$ cat config.mk
export PLATFORM = sky130hd
export DESIGN_NAME = fft_bram_reader_flat
export DESIGN_NICKNAME = d
export VERILOG_FILES = /design/src/rtl/fft_bram_pkg.sv /design/src/rtl/fft_bram_reader_if.sv /design/src/rtl/fft_beat_packer.sv /design/src/rtl/fft_bram_reader.sv /design/src/flat_wrapper.sv
export SDC_FILE = /design/constraint.sdc
export NUM_CORES = 2
export LEC_CHECK = 0
export BUFFER_PORTS_ARGS = -buffer_cell sky130_fd_sc_hd__buf_4
export CORE_UTILIZATION = 55
export CTS_CLUSTER_DIAMETER = 200
export DETAILED_ROUTE_END_ITERATION = 16
export PLACE_DENSITY = 0.88
export SETUP_SLACK_MARGIN = 0.15
export SLEW_MARGIN = 20
export SYNTH_ARGS = -nofsm -noshare
export SYNTH_HDL_FRONTEND = slang
export SYNTH_SLANG_ARGS = --single-unit
$ cat constraint.sdc
create_clock -name clk -period 26.7 [get_ports clk]
set_clock_uncertainty 0.15 [all_clocks]
set_input_delay 1.335 -clock clk [delete_from_list [all_inputs] [get_ports clk]]
set_output_delay 1.335 -clock clk [all_outputs]
set_load 0.03 [all_outputs]
$ cat src/rtl/fft_bram_pkg.sv
// Definitions shared by the FFT result BRAM capture writer and reader.
package fft_bram_pkg;

    localparam int SAMPLE_W       = 24;
    localparam int WORD_W         = 32;
    localparam int SLOTS_PER_BEAT = 8;
    localparam int SLOT_W         = 2 * SAMPLE_W;
    localparam int BEAT_W         = SLOTS_PER_BEAT * SLOT_W;

    typedef enum logic [1:0] {
        ST_IDLE,
        ST_READ,
        ST_DRAIN,
        ST_DONE
    } state_t;

    // Slot k occupies {im, re} at bit offset k*48 within a beat.
    function automatic int slot_offset(input int k);
        return k * SLOT_W;
    endfunction

endpackage

$ cat src/rtl/fft_bram_reader_if.sv
// BRAM read port plus AXI-Stream master bundle for the FFT result reader.
interface fft_bram_reader_if;
    import fft_bram_pkg::*;

    logic [31:0]       bram_addr;
    logic              bram_en;
    logic [3:0]        bram_we;
    logic              bram_rst;
    logic [WORD_W-1:0] bram_dout_re;
    logic [WORD_W-1:0] bram_dout_im;

    logic [BEAT_W-1:0] m_axis_tdata;
    logic              m_axis_tvalid;
    logic              m_axis_tready;
    logic              m_axis_tlast;

    modport master (
        output bram_addr, bram_en, bram_we, bram_rst,
        input  bram_dout_re, bram_dout_im,
        output m_axis_tdata, m_axis_tvalid, m_axis_tlast,
        input  m_axis_tready
    );

    modport slave (
        input  bram_addr, bram_en, bram_we, bram_rst,
        output bram_dout_re, bram_dout_im,
        input  m_axis_tdata, m_axis_tvalid, m_axis_tlast,
        output m_axis_tready
    );

endinterface

$ cat src/rtl/fft_beat_packer.sv
// Packs returned real/imag words into 8-slot beats behind an AXI-Stream output register.
// FFT_BRAM_READER_SAT_EN selects signed 24-bit saturation instead of truncation.
module fft_beat_packer
    import fft_bram_pkg::*;
#(
    parameter int FRAME_WORDS = 2048
) (
    input  logic              clk,
    input  logic              rst,
    input  logic              clear,
    input  logic              in_valid,
    input  logic [WORD_W-1:0] in_re,
    input  logic [WORD_W-1:0] in_im,
    input  logic              tready,
    output logic [BEAT_W-1:0] tdata,
    output logic              tvalid,
    output logic              tlast,
    output logic [3:0]        slot_count,
    output logic              move,
    output logic              frame_done
);

    localparam int BEATS      = FRAME_WORDS / SLOTS_PER_BEAT;
    localparam int BEAT_CNT_W = (BEATS > 1) ? $clog2(BEATS) : 1;
    localparam logic [BEAT_CNT_W-1:0] LAST_BEAT = BEAT_CNT_W'(BEATS - 1);

    logic [BEAT_W-1:0]     asm_q;
    logic [3:0]            slot_q;
    logic [3:0]            slot_base;
    logic [2:0]            wr_slot;
    logic [BEAT_CNT_W-1:0] beat_q;
    logic [SAMPLE_W-1:0]   re_s;
    logic [SAMPLE_W-1:0]   im_s;

`ifdef FFT_BRAM_READER_SAT_EN
    function automatic logic [SAMPLE_W-1:0] sat24(input logic [WORD_W-1:0] w);
        if (!w[31] && (w[30:23] != 8'h00))
            return 24'h7FFFFF;
        else if (w[31] && (w[30:23] != 8'hFF))
            return 24'h800000;
        else
            return w[SAMPLE_W-1:0];
    endfunction

    assign re_s = sat24(in_re);
    assign im_s = sat24(in_im);
`else
    logic unused_hi_bits;

    assign re_s = in_re[SAMPLE_W-1:0];
    assign im_s = in_im[SAMPLE_W-1:0];
    assign unused_hi_bits = ^{in_re[WORD_W-1:SAMPLE_W], in_im[WORD_W-1:SAMPLE_W]};
`endif

    // A full assembly register hands off whenever the output register is free this cycle;
    // a word arriving in that same cycle starts the next beat at slot 0.
    assign move       = (slot_q == 4'(SLOTS_PER_BEAT)) && (!tvalid || tready);
    assign slot_base  = move ? 4'd0 : slot_q;
    assign wr_slot    = slot_base[2:0];
    assign slot_count = slot_q;
    assign frame_done = tvalid && tready && tlast;

    always_ff @(posedge clk or posedge rst) begin
        if (rst) begin
            asm_q  <= '0;
            slot_q <= '0;
        end else if (clear) begin
            slot_q <= '0;
        end else begin
            for (int k = 0; k < SLOTS_PER_BEAT; k++) begin
                if (in_valid && (wr_slot == 3'(k))) begin
                    asm_q[slot_offset(k) +: SAMPLE_W]            <= re_s;
                    asm_q[slot_offset(k) + SAMPLE_W +: SAMPLE_W] <= im_s;
                end
            end
            slot_q <= slot_base + {3'd0, in_valid};
        end
    end

    always_ff @(posedge clk or posedge rst) begin
        if (rst) begin
            tdata  <= '0;
            tvalid <= 1'b0;
            tlast  <= 1'b0;
            beat_q <= '0;
        end else if (clear) begin
            tvalid <= 1'b0;
            tlast  <= 1'b0;
            beat_q <= '0;
        end else if (move) begin
            tdata  <= asm_q;
            tvalid <= 1'b1;
            tlast  <= (beat_q == LAST_BEAT);
            beat_q <= beat_q + BEAT_CNT_W'(1);
        end else if (tready) begin
            tvalid <= 1'b0;
            tlast  <= 1'b0;
        end
    end

endmodule

$ cat src/rtl/fft_bram_reader.sv
// Reads one frame from the FFT real/imag BRAM pair and streams it as 384-bit beats.
// Optional macro FFT_BRAM_READER_SAT_EN enables 24-bit saturation in the packer.
module fft_bram_reader
    import fft_bram_pkg::*;
#(
    parameter int ADDR_W      = 13,
    parameter int FRAME_WORDS = 2048,
    parameter int RD_LAT      = 1
) (
    input  logic              clk,
    input  logic              rst,
    input  logic              start,
    input  logic [ADDR_W-1:0] base_addr,
    output logic              busy,
    output logic              finish,
    fft_bram_reader_if.master bus
);

    localparam int WCNT_W = $clog2(FRAME_WORDS + 1);
    localparam logic [WCNT_W-1:0] LAST_WORD = WCNT_W'(FRAME_WORDS - 1);

    state_t            state_q;
    state_t            state_d;
    logic [ADDR_W-1:0] addr_q;
    logic [WCNT_W-1:0] word_q;
    logic [RD_LAT-1:0] rd_pipe_q;
    logic              accept;
    logic              arrive;
    logic              issue;
    logic              move;
    logic              frame_done;
    logic [3:0]        pending;
    logic [3:0]        slot_count;

    assign accept = (state_q == ST_IDLE) && start;
    assign arrive = rd_pipe_q[RD_LAT-1];

    always_comb begin
        pending = '0;
        for (int i = 0; i < RD_LAT - 1; i++)
            pending = pending + {3'd0, rd_pipe_q[i]};
    end

    // Captured plus in-flight words may never exceed one beat, counting a hand-off this cycle as free space.
    assign issue = (state_q == ST_READ) &&
                   (((move ? 4'd0 : slot_count) + {3'd0, arrive} + pending) < 4'(SLOTS_PER_BEAT));

    always_ff @(posedge clk or posedge rst) begin
        if (rst)
            state_q <= ST_IDLE;
        else
            state_q <= state_d;
    end

    always_comb begin
        state_d = state_q;
        busy    = 1'b0;
        finish  = 1'b0;
        case (state_q)
            ST_IDLE: begin
                if (start)
                    state_d = ST_READ;
            end
            ST_READ: begin
                busy = 1'b1;
                if (issue && (word_q == LAST_WORD))
                    state_d = ST_DRAIN;
            end
            ST_DRAIN: begin
                busy = 1'b1;
                if (frame_done)
                    state_d = ST_DONE;
            end
            ST_DONE: begin
                finish  = 1'b1;
                state_d = ST_IDLE;
            end
            default: state_d = ST_IDLE;
        endcase
    end

    always_ff @(posedge clk or posedge rst) begin
        if (rst) begin
            addr_q    <= '0;
            word_q    <= '0;
            rd_pipe_q <= '0;
        end else begin
            rd_pipe_q <= RD_LAT'({rd_pipe_q, issue});
            if (accept) begin
                addr_q <= {base_addr[ADDR_W-1:2], 2'b00};
                word_q <= '0;
            end else if (issue) begin
                addr_q <= addr_q + ADDR_W'(4);
                word_q <= word_q + WCNT_W'(1);
            end
        end
    end

    assign bus.bram_addr = 32'(addr_q);
    assign bus.bram_en   = issue;
    assign bus.bram_we   = 4'b0000;
    assign bus.bram_rst  = 1'b0;

    fft_beat_packer #(
        .FRAME_WORDS (FRAME_WORDS)
    ) u_packer (
        .clk        (clk),
        .rst        (rst),
        .clear      (accept),
        .in_valid   (arrive),
        .in_re      (bus.bram_dout_re),
        .in_im      (bus.bram_dout_im),
        .tready     (bus.m_axis_tready),
        .tdata      (bus.m_axis_tdata),
        .tvalid     (bus.m_axis_tvalid),
        .tlast      (bus.m_axis_tlast),
        .slot_count (slot_count),
        .move       (move),
        .frame_done (frame_done)
    );

endmodule

$ cat src/flat_wrapper.sv
// flat-port wrapper written by rule: the top's interface ports become plain ports
module fft_bram_reader_flat import fft_bram_pkg::*;
#(
    parameter int ADDR_W      = 13,
    parameter int FRAME_WORDS = 2048,
    parameter int RD_LAT      = 1
)
  (clk, rst, start, base_addr, busy, finish, bus_bram_addr, bus_bram_en, bus_bram_we, bus_bram_rst, bus_bram_dout_re, bus_bram_dout_im, bus_m_axis_tdata, bus_m_axis_tvalid, bus_m_axis_tlast, bus_m_axis_tready);
  fft_bram_reader_if bus_i ();
  input  logic clk;
  input  logic rst;
  input  logic start;
  input  logic [ADDR_W-1:0] base_addr;
  output logic busy;
  output logic finish;
  output wire logic [$bits(bus_i.bram_addr)-1:0] bus_bram_addr;
  output wire logic [$bits(bus_i.bram_en)-1:0] bus_bram_en;
  output wire logic [$bits(bus_i.bram_we)-1:0] bus_bram_we;
  output wire logic [$bits(bus_i.bram_rst)-1:0] bus_bram_rst;
  input wire logic [$bits(bus_i.bram_dout_re)-1:0] bus_bram_dout_re;
  input wire logic [$bits(bus_i.bram_dout_im)-1:0] bus_bram_dout_im;
  output wire logic [$bits(bus_i.m_axis_tdata)-1:0] bus_m_axis_tdata;
  output wire logic [$bits(bus_i.m_axis_tvalid)-1:0] bus_m_axis_tvalid;
  output wire logic [$bits(bus_i.m_axis_tlast)-1:0] bus_m_axis_tlast;
  input wire logic [$bits(bus_i.m_axis_tready)-1:0] bus_m_axis_tready;
  assign bus_bram_addr = bus_i.bram_addr;
  assign bus_bram_en = bus_i.bram_en;
  assign bus_bram_we = bus_i.bram_we;
  assign bus_bram_rst = bus_i.bram_rst;
  assign bus_i.bram_dout_re = bus_bram_dout_re;
  assign bus_i.bram_dout_im = bus_bram_dout_im;
  assign bus_m_axis_tdata = bus_i.m_axis_tdata;
  assign bus_m_axis_tvalid = bus_i.m_axis_tvalid;
  assign bus_m_axis_tlast = bus_i.m_axis_tlast;
  assign bus_i.m_axis_tready = bus_m_axis_tready;
  fft_bram_reader #(.ADDR_W(ADDR_W), .FRAME_WORDS(FRAME_WORDS), .RD_LAT(RD_LAT)) u_core (.clk(clk), .rst(rst), .start(start), .base_addr(base_addr), .busy(busy), .finish(finish), .bus(bus_i));
endmodule
==> run metrics <==
outcome=finished clean; Worst Reg-to-Reg Cells=6; worst-path cell chain=buf_4 -> nand2b_1 -> nand4b_1 -> nand2b_4 -> buf_4 -> buf_4 -> mux2_2; synth unique cells=42; RSZ-0062 raised after global routing=false; CP Capture Type=flop; Final Hold Viols=0; share of cells above drive strength 1=58.09%; Layout Cells excl Fill=approximately 3200; Placed Cells=3014; Worst Path Arrival=between 5000 and 6000 ps; number of enable flip-flop cells after synthesis=0; clk slew on worst S/H paths=approximately 60 ps; worst slack, placed=~21000 ps; worst-path maximum fanout=85; worst slew pin tran=1121 ps; H-tree depth=3; WP buf/inv=3; max-cap violation count=0; number of synthesized register bits=~800; Multi-input gate area=around 10000 um2; Vias=roughly 17000; final setup margin=about 22000 ps; post-synthesis sequential area ratio=approximately two thirds; Hold Path Stages=1; synthesized cell area=around 31000 um2; via/cell ratio=5.509; full die area=about 57000 um2; Starting Density=between 50 and 60%; Hold WC Path Type=flop to flop; CTS tree=built; drc violations=0; initial antenna violation count=1; Pre-antenna DRT Iters=5; TNS Setup=0 ps; Die Y=about 240 um; cells after synthesis=1878; Max-slew headroom=between 20% and 30%; pin count of the biggest net entering global routing=roughly 170; final setup violation count=0; Post-DP HPWL=around 46 mm; period utilization=between 10% and 20%; PwrDens=65.06 nW/um2; Register Area=between 20000 and 25000 um2; antenna fix cells=0; CP Data Required Time=27030 ps; total global-route track usage=25.73%; io pins=between 500 and 600; Leakage=19.99 nW; delay-heaviest family, CP=buffers and inverters; r2r endpoint=u_core.u_packer.tdata[5]$_DFFE_PP0P_; Crit path top cell by count=buf_4; R2R Path Start=u_core.u_packer.slot_count[1]$_DFF_PP0_; total CTS buffers=80; hold_sp=u_core.u_packer.asm_q[254]$_DFFE_PP0P_; RD Place Congestion=0.8092; syn_area_per_cell=around 16 um2; Worst path max stage delay=970 ps; clk_lat worst skew=slightly above 600 ps; Die X=238.4 um; flop2flop setup slack=21930 ps; gr ovfl total=0; post-route antenna net violation count=0; top_reg_cell synth=dfrtp_1; clk sinks=a little over 800; Rows=86; number of post-CTS setup repair buffers=0; post-route minimum period=roughly 5000 ps; # fillers=~3500; final WL=a little over 70 mm; CP startpoint kind=input port; Fmax achieved=slightly below 200 MHz; global-route wire length before repair=approximately 110 mm; ys async rst share=between 90% and 100%; I/O Buffers=462; Longest Clk Path Bufs=3; core area=about 55000 um2; Worst IR Drop VDD=~0.000067 V; CTS Root Cell=clkbuf_16; Yosys Warn Count=0; vias in the first global route=~19000; synth-to-layout area growth=22.17%; fin nets=roughly 2400; detailed-route wire length per cell=~23 um; slowest stage cell, crit path=buf_4; DR iter-0 viols=1026; Worst Hold End=u_core.u_packer.tdata[254]$_DFFE_PP0P_; post-CTS resize count=0; Setup CP Type=input port to flop; Pins Over Slew Limit=0; hold buffer count at CTS=0
==> power by group <==
| group | switching (mW) | internal, mW |
|---|---|---|
| sequential | 0.00183 | 1.23 |
| combinational | 0.0409 | 0.0102 |
| clock | 0.472 | 0.690 |
==> layout by cell type, fill, tap and decap left out, types with 4 or more instances in the layout <==
cell type  instances
bufinv_16          8
xor2_1            11
buf_4            484
xnor2_1           16
clkbuf_16         81
nor3_1             5
nand4_1            8
conb_1            26
o21ai_0           12
inv_6              4
and2_1             4
nand3_1           13
nand2_1           21
nand3b_1           5
clkbuf_1          17
nor3b_2            4
clkbuf_8          18
mux2_2           768
clkinv_2           9
a21oi_1            6
nor2_1            23
ha_1              10
dfrtp_1          808
==> registers in the layout, summed over array words and instances, names as in the netlist <==
register,count
u_core.arrive,1
u_core.u_packer.slot_count,4
u_core.u_packer.tdata,384
u_core.addr_q,11
u_core.state_q,2
u_core.word_q,12
u_core.u_packer.tvalid,1
u_core.u_packer.tlast,1
u_core.u_packer.beat_q,8
u_core.u_packer.asm_q,384
==> worst max-delay path by stage <==
stage          cells past startpoint                               endpoint  slack, ps         startpoint
2_1_floorplan                      1          u_core.addr_q[10]$_DFFE_PP0P_       2520                rst
3_3_place_gp                       7  u_core.u_packer.tdata[50]$_DFFE_PP0P_      21200  bus_m_axis_tready
3_5_place_dp                       7   u_core.u_packer.tdata[5]$_DFFE_PP0P_      21110  bus_m_axis_tready
4_1_cts                            7   u_core.u_packer.tdata[5]$_DFFE_PP0P_      21750  bus_m_axis_tready
5_1_grt                            7   u_core.u_packer.tdata[5]$_DFFE_PP0P_      21440  bus_m_axis_tready
6_report                           7   u_core.u_packer.tdata[5]$_DFFE_PP0P_      21670  bus_m_axis_tready
==> per-stage QoR <==
step           hold WS (ps)  util [%]  power [mW]  instance area [um2]
2_1_floorplan         324.9         -       1.283                30830
3_3_place_gp          330.9     63.04       1.303                34800
3_5_place_dp          337.3     63.04       1.305                34800
4_1_cts               348.3     68.02       2.464                37540
5_1_grt               358.7     68.02       2.515                37550
6_report              343.8     68.02       2.443                37550
==> area by class of cell <==
| type | count | area share, % |
|---|---|---|
| flip-flops and latches | 808 | 53.85 |
| multi-input cells | 968 | 26.53 |
| repair buffers | 486 | 9.760 |
| clock buffers | 116 | 6.228 |
| well taps | 748 | 2.493 |
| clock inverters | 28 | 1.080 |
| inverters | 4 | 0.05998 |
==> logic make-up (layout without fill, tap and decap cells) <==
logic type               count (synthesis)  count (layout)  share of synthesized area, %
XOR/XNOR                                27              27                        0.7694
multiplexers                           772             772                         28.29
flip-flops                             808             808                         65.79
other                                    1              26                       0.01220
buffers and inverters                  127             634                         2.259
adder cells (fa/ha/maj)                 10              10                        0.4071
AND/OR/NAND/NOR                        110             110                         2.035
AO/OA/AOI/OAI                           23              23                        0.4438
==> cell usage after synthesis (4+ instances only) <==
cell      number  area share [%]
clkbuf_1      16            0.20
dfrtp_1      808              66
buf_2         72             1.2
inv_1          4           0.049
and2_1         4           0.081
nand3b_1       5            0.12
mux2_2       768              28
buf_4         30            0.73
nand3_1       14            0.23
nand4_1        8            0.16
xnor2_1       16            0.46
xor2_1        11            0.31
nor3_1         5           0.081
nor2_1        25            0.31
ha_1          10            0.41
nand2_1       22            0.27
a21oi_1        6           0.098
o21ai_0       12            0.20
==> routing by layer <==
layer	part of all wire (%)	global-route usage (%)	up-vias
met3	6.8	6.918	102
met1	41	32.54	9285
met4	2.4	8.450	2
li1	-	-	7499
met2	50	43.10	508
met5	0.0096	0	-
Note: power is estimated with default switching activity, not from simulation.
